==> src/rtl/wb_arb_pkg.sv <==
// Shared constants for the two-master Wishbone arbiter: FSM encodings,
// master indices, the timed-out read pattern and the round-robin pick.
package wb_arb_pkg;

  localparam logic [1:0] ST_IDLE = 2'd0;
  localparam logic [1:0] ST_GNT0 = 2'd1;
  localparam logic [1:0] ST_GNT1 = 2'd2;
  localparam logic [1:0] ST_DONE = 2'd3;

  localparam logic M0 = 1'b0;
  localparam logic M1 = 1'b1;

  localparam logic [31:0] TO_DATA_DEFAULT = 32'hDEAD_BEEF;

  // On a tie the master that was not served last wins.
  function automatic logic [1:0] rr_pick(input logic req0, input logic req1,
                                         input logic last);
    if (req0 && req1) return (last == M1) ? ST_GNT0 : ST_GNT1;
    else if (req0)    return ST_GNT0;
    else if (req1)    return ST_GNT1;
    else              return ST_IDLE;
  endfunction

endpackage

==> src/rtl/wb_watchdog_ctr.sv <==
// Cycle counter bounding how long a granted transfer may wait for ack.
// Saturates at the limit so expire stays asserted until cleared.
module wb_watchdog_ctr #(
  parameter int W = 8
) (
  input  logic         clk_i,
  input  logic         rst_i,
  input  logic         clr,
  input  logic         en,
  input  logic [W-1:0] limit,
  output logic         expire
);

  logic [W-1:0] cnt_q, cnt_d;

  always_comb begin
    // NOTE: assigning a default before any branch keeps this block free of inferred latches.
    cnt_d = cnt_q;
    if (clr)
      cnt_d = '0;
    else if (en && (cnt_q != limit))
      cnt_d = cnt_q + W'(1);
  end

  // NOTE: clocked state uses non-blocking assignment so all flops update together.
  always_ff @(posedge clk_i or posedge rst_i) begin
    if (rst_i) cnt_q <= '0;
    else       cnt_q <= cnt_d;
  end

  assign expire = en && (cnt_q == limit);

endmodule

==> src/rtl/wb_master_arbiter.sv <==
// Two-master, one-slave Wishbone arbiter with round-robin fairness and a
// per-transfer watchdog that completes a hung transfer with TO_DATA.
module wb_master_arbiter
  import wb_arb_pkg::*;
#(
  parameter int              DW      = 32,
  parameter int              AW      = 32,
  parameter int              SW      = DW / 8,
  parameter int              TIMEOUT = 255,
  parameter logic [DW-1:0]   TO_DATA = DW'(TO_DATA_DEFAULT)
) (
  input  logic          clk_i,
  input  logic          rst_i,

  input  logic [DW-1:0] m0_dat_i,
  input  logic [AW-1:0] m0_adr_i,
  input  logic [SW-1:0] m0_sel_i,
  input  logic          m0_we_i,
  input  logic          m0_stb_i,
  output logic [DW-1:0] m0_dat_o,
  output logic          m0_ack_o,

  input  logic [DW-1:0] m1_dat_i,
  input  logic [AW-1:0] m1_adr_i,
  input  logic [SW-1:0] m1_sel_i,
  input  logic          m1_we_i,
  input  logic          m1_stb_i,
  output logic [DW-1:0] m1_dat_o,
  output logic          m1_ack_o,

  output logic [DW-1:0] s_dat_o,
  output logic [AW-1:0] s_adr_o,
  output logic [SW-1:0] s_sel_o,
  output logic          s_we_o,
  output logic          s_stb_o,
  input  logic [DW-1:0] s_dat_i,
  input  logic          s_ack_i,

  output logic [1:0]    gnt_o,
  output logic          timeout_o,
  output logic [AW-1:0] err_adr_o
);

  localparam int CW = $clog2(TIMEOUT + 1);

  logic [1:0]    state_q, state_d;
  logic          last_q, last_d;
  logic [AW-1:0] err_adr_q, err_adr_d;

  logic          in_gnt0, in_gnt1, in_gnt, cur;
  logic          sel_stb, sel_we;
  logic [AW-1:0] sel_adr;
  logic [DW-1:0] sel_dat;
  logic [SW-1:0] sel_sel;
  logic          expire, to_hit, done_ack, xfer_end;

  assign in_gnt0 = (state_q == ST_GNT0);
  assign in_gnt1 = (state_q == ST_GNT1);
  assign in_gnt  = in_gnt0 | in_gnt1;
  assign cur     = in_gnt1 ? M1 : M0;

  // Fabric side follows the registered grant; nothing is driven when idle.
  always_comb begin
    sel_stb = 1'b0;
    sel_we  = 1'b0;
    sel_adr = '0;
    sel_dat = '0;
    sel_sel = '0;
    if (in_gnt0) begin
      sel_stb = m0_stb_i;
      sel_we  = m0_we_i;
      sel_adr = m0_adr_i;
      sel_dat = m0_dat_i;
      sel_sel = m0_sel_i;
    end else if (in_gnt1) begin
      sel_stb = m1_stb_i;
      sel_we  = m1_we_i;
      sel_adr = m1_adr_i;
      sel_dat = m1_dat_i;
      sel_sel = m1_sel_i;
    end
  end

  // A real ack arriving in the expiry cycle wins over the timeout.
  assign to_hit   = in_gnt & sel_stb & expire & ~s_ack_i;
  assign s_stb_o  = sel_stb & ~to_hit;
  assign done_ack = s_ack_i & s_stb_o;
  assign xfer_end = done_ack | to_hit;

  assign s_adr_o  = sel_adr;
  assign s_dat_o  = sel_dat;
  assign s_sel_o  = sel_sel;
  assign s_we_o   = sel_we;

  assign m0_ack_o = in_gnt0 & xfer_end;
  assign m1_ack_o = in_gnt1 & xfer_end;
  assign m0_dat_o = (in_gnt0 & to_hit) ? TO_DATA : (in_gnt ? s_dat_i : '0);
  assign m1_dat_o = (in_gnt1 & to_hit) ? TO_DATA : (in_gnt ? s_dat_i : '0);

  assign gnt_o     = {in_gnt1, in_gnt0};
  assign timeout_o = to_hit;
  assign err_adr_o = err_adr_q;

  wb_watchdog_ctr #(
    .W (CW)
  ) u_watchdog (
    .clk_i  (clk_i),
    .rst_i  (rst_i),
    .clr    (~in_gnt | xfer_end | ~sel_stb),
    .en     (in_gnt),
    .limit  (CW'(TIMEOUT)),
    .expire (expire)
  );

  always_comb begin
    state_d   = state_q;
    last_d    = last_q;
    err_adr_d = err_adr_q;
    case (state_q)
      ST_IDLE: state_d = rr_pick(m0_stb_i, m1_stb_i, last_q);
      ST_GNT0, ST_GNT1: begin
        if (!sel_stb) begin
          state_d = ST_IDLE;
          last_d  = cur;
        end else if (xfer_end) begin
          state_d = ST_DONE;
          last_d  = cur;
          if (to_hit) err_adr_d = sel_adr;
        end
      end
      ST_DONE: state_d = ST_IDLE;
      default: state_d = ST_IDLE;
    endcase
  end

  // Last-served resets to M1 so master 0 wins the first tie.
  always_ff @(posedge clk_i or posedge rst_i) begin
    if (rst_i) begin
      state_q   <= ST_IDLE;
      last_q    <= M1;
      err_adr_q <= '0;
    end else begin
      state_q   <= state_d;
      last_q    <= last_d;
      err_adr_q <= err_adr_d;
    end
  end

endmodule

==> config.mk <==
export PLATFORM = sky130hd
export DESIGN_NAME = wb_master_arbiter
export DESIGN_NICKNAME = d
export VERILOG_FILES = /design/src/rtl/wb_arb_pkg.sv /design/src/rtl/wb_watchdog_ctr.sv /design/src/rtl/wb_master_arbiter.sv
export SDC_FILE = /design/constraint.sdc
export NUM_CORES = 1
export LEC_CHECK = 0
export BUFFER_PORTS_ARGS = -buffer_cell sky130_fd_sc_hd__buf_2
export CORE_AREA = 4 4 131 133
export CTS_BUF_LIST = sky130_fd_sc_hd__clkbuf_2 sky130_fd_sc_hd__clkbuf_4 sky130_fd_sc_hd__clkbuf_8
export DETAILED_ROUTE_END_ITERATION = 16
export DIE_AREA = 0 0 135 137
export GPL_TIMING_DRIVEN = 0
export PLACE_DENSITY = 0.52
export SLEW_MARGIN = 15
export SYNTH_ARGS = -nofsm -noshare
export SYNTH_HDL_FRONTEND = slang
export SYNTH_SLANG_ARGS = --single-unit
==> constraint.sdc <==
create_clock -name clk_i -period 3 [get_ports clk_i]
set_input_delay 0.6 -clock clk_i [delete_from_list [all_inputs] [get_ports clk_i]]
set_output_delay 0.6 -clock clk_i [all_outputs]
set_load 0.005 [all_outputs]
==> results.py, run 1 <==
metrics = {
    "run_status": {
        "run_status": "complete, no violations",
    },
    "sta": {
        "post-route-period-util_pct": 95.1,
        "slew_headroom_pct": 65.9,
        "rsz0062_at_grt": "true",
        "fin_skew_ns": 0.00941,
        "drv_slew": 0,
        "max_freq_ghz": 0.350,
        "setup-violations-final": 0,
        "final_hold_viol_count": 0,
        "period_minus_slack_ns": 2.85,
        "worstMarginPinSlew_ns": 0.512,
    },
    "layout": {
        "nets": 845,
        "finalCoreUtilization_pct": 33.9,
        "layout_common_cells": "buf_2 (348), a22o_1 (69), o21a_1 (48)",
        "finalInstanceArea_um2": 5370,
        "num_antenna_cells": 0,
        "final_common_cell": "buf_2",
        "layout-area-overhead-vs-synth_pct": 70.7,
        "fin_cells": 883,
        "drive_gt1_share_pct": 63.9,
    },
    "worst_hold_path": {
        "hold_path.class": "input port to async pin",
    },
    "clocking": {
        "cts_made_buffers": 5,
        "insertion_delay_ns": 0.30,
        "cts_tree": "yes",
        "cts-hold-fix-buffers": 0,
        "clock_path_buffers": 2,
        "cts.sink_count": 43,
        "clk_pin_slew_ns": 0.08,
        "cts-root-buf": "clkbuf_8",
        "htreeDepth": 2,
    },
    "worst_setup_path": {
        "critPathArrivalTime_ns": 2.25,
        "start_kind": "flip-flop",
        "r2r_start": "state_q[1]",
        "required_ns": 2.40,
        "r2r-end": "err_adr_o[4]",
        "reg2reg_depth": 8,
        "end_kind": "output pin",
        "criticalPathCategory": "flip-flop to output pin",
        "r2r_slack_ns": 0.78,
        "critical_path.max_fanout": 10,
    },
    "detailed_routing": {
        "routedWlPerCell_um": 16.9,
        "drt_pass1_iterations": 4,
        "viasPerCell": 4.38,
        "vias": 3869,
        "drt_iter0_drc": 118,
        "drc": 0,
        "drt_wl_total_mm": 14.9,
        "ant_nets": 0,
    },
    "placement": {
        "gp_congestion": 0.841,
        "dpl_cell_area_um2": 5160,
        "placement.io_buffers": 345,
        "dp_cells": 870,
        "dp_hpwl_mm": 12.3,
    },
    "pwr": {
        "p_switching_uw": 1690,
        "irDropWorstVdd_mv": 0.227,
        "switching_share_pct": 42.8,
        "powerDensity_nw_per_um2": 737,
        "p_clk_share_pct": 13.7,
        "leakagePower_uw": 0.00321,
        "p_int_uw": 2260,
        "p_seq_share_pct": 15.5,
        "p_comb_share_pct": 70.8,
    },
    "floorplan": {
        "io_pins": 346,
        "start_util_pct": 19.9,
        "die-area_um2": 18500,
        "num_rows": 46,
        "coreArea_um2": 15800,
        "fp.dieW_um": 135,
        "die_h_um": 137,
    },
    "logic_synthesis": {
        "ys_seq_area_share_pct": 34.3,
        "synth_area_um2": 3140,
        "synth-main-ff-cell": "dfrtp_1",
        "ys_ff_latch": 43,
        "synth-edff-count": 0,
        "avgSynthCellArea_um2": 10.2,
        "ys_warn_count": 0,
        "synth-async-reset-ratio_pct": 100,
        "yosysUniqueCellTypes": 35,
        "synth_nets": 487,
        "netlist_instances": 308,
    },
    "global_route": {
        "track_usage_pct": 14.3,
        "antenna_found_initial": 1,
        "grt_max_degree": 28,
        "grt_pass1_wl_mm": 21.0,
        "grt_overflow": 0,
        "grt_pass1_vias": 3786,
    },
    "flow_run": {
        "maxCapViolCount": 0,
    },
}
-- registers in the layout (all words and copies together), names as in the netlist --
name and flops:
err_adr_o 32, u_watchdog.cnt_q 8, state_q 2, last_q 1
-- worst max path at each step --
stage / start / end / slack [ns] / cells after the start
2_1_floorplan: state_q[1] / m0_dat_o[10] / 0.59 / 8
3_3_place_gp: state_q[1] / s_dat_o[4] / -0.1 / 9
3_5_place_dp: state_q[0] / s_dat_o[7] / -0.02 / 8
4_1_cts: state_q[0] / s_dat_o[7] / 0.006 / 8
5_1_grt: state_q[0] / s_dat_o[7] / -0.002 / 8
6_report: state_q[0] / s_dat_o[30] / 0.15 / 8
-- layout make-up --
type | count | area, um2
plain buffers | 34 | 228
clock buffers | 5 | 68.8
clock inverters | 3 | 67.6
fillers | 1722 | 10500
inverters | 5 | 18.8
multi-input cells | 226 | 1850
flip-flops and latches | 43 | 1080
well taps | 216 | 270
repair buffers | 351 | 1780
-- kinds of logic after synthesis --
| group | synth area share [%] |
|---|---|
| DFF | 34.3 |
| and+or+nand+nor | 10.7 |
| adders and majority gates | 1.59 |
| xor gates and xnor gates | 1.39 |
| muxes | 12.5 |
| AOI/OAI and AO/OA | 32.5 |
| buffers and inverters | 7.12 |
-- metal layers --
layer / up-vias / wire length, um / track usage [%]
met4: 2 / 260 / 3.36
met2: 200 / 6940 / 22.7
li1: 1870 / - / -
met3: 19 / 1260 / 3.20
met5: - / 13 / 0
met1: 1778 / 6470 / 19.8
-- power groups by stage --
stage | clock network (uW) | logic, uW | registers [uW]
final | 540 | 2800 | 613
after global routing | 579 | 3070 | 615
after CTS | 559 | 2800 | 613
after detailed placement | 0 | 2770 | 625
after global placement | 0 | 2790 | 624
after floorplan | 0 | 1440 | 622
-- stage by stage --
step           total power [uW]  setup slack, ns   TNS, ns  hold WS (ns)
2_1_floorplan              2060            0.594         0         0.424
3_5_place_dp               3390          -0.0164   -0.0371         0.441
4_1_cts                    3980          0.00601         0         0.285
5_1_grt                    4270         -0.00234  -0.00234         0.306
6_report                   3950            0.146         0         0.285
3_3_place_gp               3420          -0.0968     -1.58         0.444
-- worst max-delay path, stage by stage (launching register included) --
cell	delay [ns]
dfrtp_1	0.39
inv_1	0.11
ha_2	0.28
nor2b_1	0.14
buf_2	0.24
clkbuf_4	0.25
buf_2	0.23
a22o_1	0.19
buf_2	0.13
-- cell usage after synthesis (2+ instances only) --
master	n	area share, %
a21oi_1	2	0.32
a22o_1	69	19
a32oi_1	2	0.56
and2_1	2	0.40
buf_1	3	0.36
buf_2	2	0.32
buf_4	2	0.48
buf_6	9	3.2
clkbuf_1	18	2.1
dfrtp_1	42	33
ha_1	4	1.6
inv_1	5	0.60
mux2_2	33	12
mux2i_1	2	0.64
nand2_1	15	1.8
nand2b_1	2	0.40
nor2_1	27	3.2
nor4b_4	2	1.5
o21a_1	48	11
xor2_1	4	1.1
-- repair_timing --
action | 4_1_cts | 5_1_grt
buffers inserted | 4 | 1
endpoints found under the hold margin | 0 | 0
setup endpoints to repair | 126 | 120
resized for setup | 7 | 17
pin swaps | 2 | 0
(Power assumes the default switching activity.)
==> run 2: changes to the inputs <==
Settings changed: CORE_AREA 4 4 131 133 to 2 2 136 138, DIE_AREA 0 0 135 137 to 0 0 138 140, PLACE_DENSITY 0.52 to 0.49, SYNTH_HIERARCHICAL set to 1.
==> run 2 against run 1 <==
Against the previous run:
- area after synthesis is 4.5% higher
- setup slack got worse by 0.026 ns
- synthesized cell count increased by 13%
- non-clock buffer count increased by 2
==> results.py, run 2 <==
metrics = {
    "floorplan": {
        "num_rows": 49,
        "coreArea_um2": 17800,
        "io_pins": 346,
        "fp.dieW_um": 138,
        "die-area_um2": 19300,
        "start_util_pct": 18.5,
        "die_h_um": 140,
    },
    "placement": {
        "dp_hpwl_mm": 13.8,
        "gp_congestion": 0.830,
        "placement.io_buffers": 345,
    },
    "detailed_routing": {
        "drc": 0,
        "drt_wl_total_mm": 16.0,
        "drt_pass1_iterations": 4,
        "vias": 4041,
        "routedWlPerCell_um": 16.9,
        "viasPerCell": 4.27,
        "drt_iter0_drc": 162,
        "ant_nets": 0,
    },
    "global_route": {
        "antenna_found_initial": 4,
        "grt_max_degree": 27,
        "grt_overflow": 0,
        "grt_pass1_wl_mm": 23.7,
        "track_usage_pct": 15.8,
        "grt_pass1_vias": 4006,
    },
    "worst_setup_path": {
        "reg2reg_depth": 9,
        "r2r_slack_ns": 0.65,
        "end_kind": "output pin",
        "r2r_start": "u_watchdog/cnt_q[7]",
        "required_ns": 2.40,
        "critPathArrivalTime_ns": 2.28,
        "criticalPathCategory": "flip-flop to output pin",
        "critical_path.max_fanout": 10,
        "start_kind": "flip-flop",
        "r2r-end": "u_watchdog/cnt_q[4]",
    },
    "sta": {
        "post-route-period-util_pct": 96.0,
        "slew_headroom_pct": 62.8,
        "rsz0062_at_grt": "true",
        "whs_ns": 0.238,
        "worstMarginPinSlew_ns": 0.558,
        "drv_slew": 0,
        "period_minus_slack_ns": 2.88,
        "fin_skew_ns": 0.0102,
        "final_hold_viol_count": 0,
        "setup-violations-final": 0,
        "setup_tns_ns": 0,
        "max_freq_ghz": 0.347,
    },
    "layout": {
        "fillers": 1961,
        "finalCoreUtilization_pct": 31.1,
        "final_common_cell": "buf_2",
        "nets": 893,
        "layout-area-overhead-vs-synth_pct": 68.2,
        "largest_register_ffs": 32,
        "drive_gt1_share_pct": 60.7,
        "layout_common_cells": "buf_2 (356), nand2_1 (78), a22o_1 (68)",
    },
    "logic_synthesis": {
        "synth-edff-count": 0,
        "ys_seq_area_share_pct": 32.8,
        "synth_top_area_share_pct": 32.0,
        "synth_area_leaders": "dfrtp_1 (32%), a22o_1 (18%), mux2_4 (14%), nand2_1 (8.9%), and3_1 (3.4%)",
        "synth-async-reset-ratio_pct": 100,
        "synth.most_common_cell": "nand2_1",
        "synth-main-ff-cell": "dfrtp_1",
        "avgSynthCellArea_um2": 9.47,
        "synth_area_um2": 3290,
        "synth.top_cells.by_count": "nand2_1 (78), a22o_1 (68), dfrtp_1 (42)",
        "ys_warn_count": 6,
        "netlist_instances": 347,
        "ys_ff_latch": 43,
        "synth_top_cell_by_area": "dfrtp_1",
        "yosysUniqueCellTypes": 42,
    },
    "clocking": {
        "cts_made_buffers": 5,
        "insertion_delay_ns": 0.30,
        "clk_pin_slew_ns": 0.10,
        "cts-root-buf": "clkbuf_8",
        "cts_tree": "yes",
        "cts-hold-fix-buffers": 0,
        "clock_path_buffers": 2,
        "cts.sink_count": 43,
        "htreeDepth": 2,
    },
    "pwr": {
        "irDropWorstVdd_mv": 0.336,
        "leakagePower_uw": 0.00354,
        "powerDensity_nw_per_um2": 716,
        "finalPower_uw": 3950,
    },
    "worst_hold_path": {
        "hold_path.class": "input port to async pin",
    },
    "flow_run": {
        "maxCapViolCount": 0,
    },
    "run_status": {
        "run_status": "complete, no violations",
    },
}
## run 2: cell families after synthesis
kind of cell / Yosys count / synth area share, %
adder cells (fa/ha/maj): 4 / 1.52
flip-flops: 43 / 32.8
XOR/XNOR: 10 / 2.67
buffers and inverters: 40 / 6.40
AND/OR/NAND/NOR: 127 / 18.5
AO/OA/AOI/OAI: 85 / 22.0
multiplexers: 37 / 16.1
other: 1 / 0.114
## run 2: report_power, final
group          switching (uW)  leakage [uW]  internal [uW]
Clock                     224     0.0000408            167
Combinational            1610       0.00291           1330
Sequential               18.8      0.000594            608
Total                    1850       0.00354           2100
## run 2: cell type report
type                    instances  area (um2)  share of cell area [%]
multi-input cells             271        2040                    36.9
repair buffers                353        1800                    32.6
flip-flops and latches         43        1080                    19.5
well taps                     229         287                    5.18
plain buffers                  34         204                    3.69
clock buffers                   5        68.8                    1.25
clock inverters                 3        23.8                   0.430
inverters                       6        22.5                   0.408
diodes                          2        5.00                  0.0906
## run 2: routing by layer
metal,track usage [%],share of wire [%]
met4,3.17,1.1
met5,0,0
met3,4.85,8.7
met2,30.4,53
met1,17.0,37
## run 2: worst max path at each step
stage,from,to,slack [ns],cells after the start
after floorplan,u_watchdog/cnt_q[0],m1_dat_o[14],0.63,7
after global placement,state_q[0],s_dat_o[11],0.06,8
after detailed placement,state_q[0],s_dat_o[6],0.11,8
after CTS,state_q[0],m0_dat_o[31],0.02,8
after global routing,u_watchdog/cnt_q[7],m0_dat_o[24],0.0003,8
final,state_q[0],s_dat_o[4],0.12,8
## run 2: what timing repair did
| item | in CTS | in global routing |
|---|---|---|
| setup endpoints to repair | 117 | 68 |
| pin swaps | 2 | 0 |
| gates cloned | 0 | 0 |
| gates resized for setup | 8 | 14 |
| buffers inserted | 4 | 3 |
## run 2: critical path, stage by stage (launching register included)
cell,delay (ns)
dfrtp_1,0.42
inv_1,0.10
ha_2,0.29
nor2b_1,0.16
clkbuf_2,0.24
clkbuf_4,0.25
buf_2,0.23
a22o_1,0.16
buf_2,0.13
## run 2: through the flow
step                instances  instance area, um2  setup slack, ns
global route              945                5520         0.000319
floorplan                 354                3310            0.626
global placement          928                5330           0.0577
detailed placement        929                5350            0.110
finish                    946                5530            0.120
CTS                       941                5490           0.0232
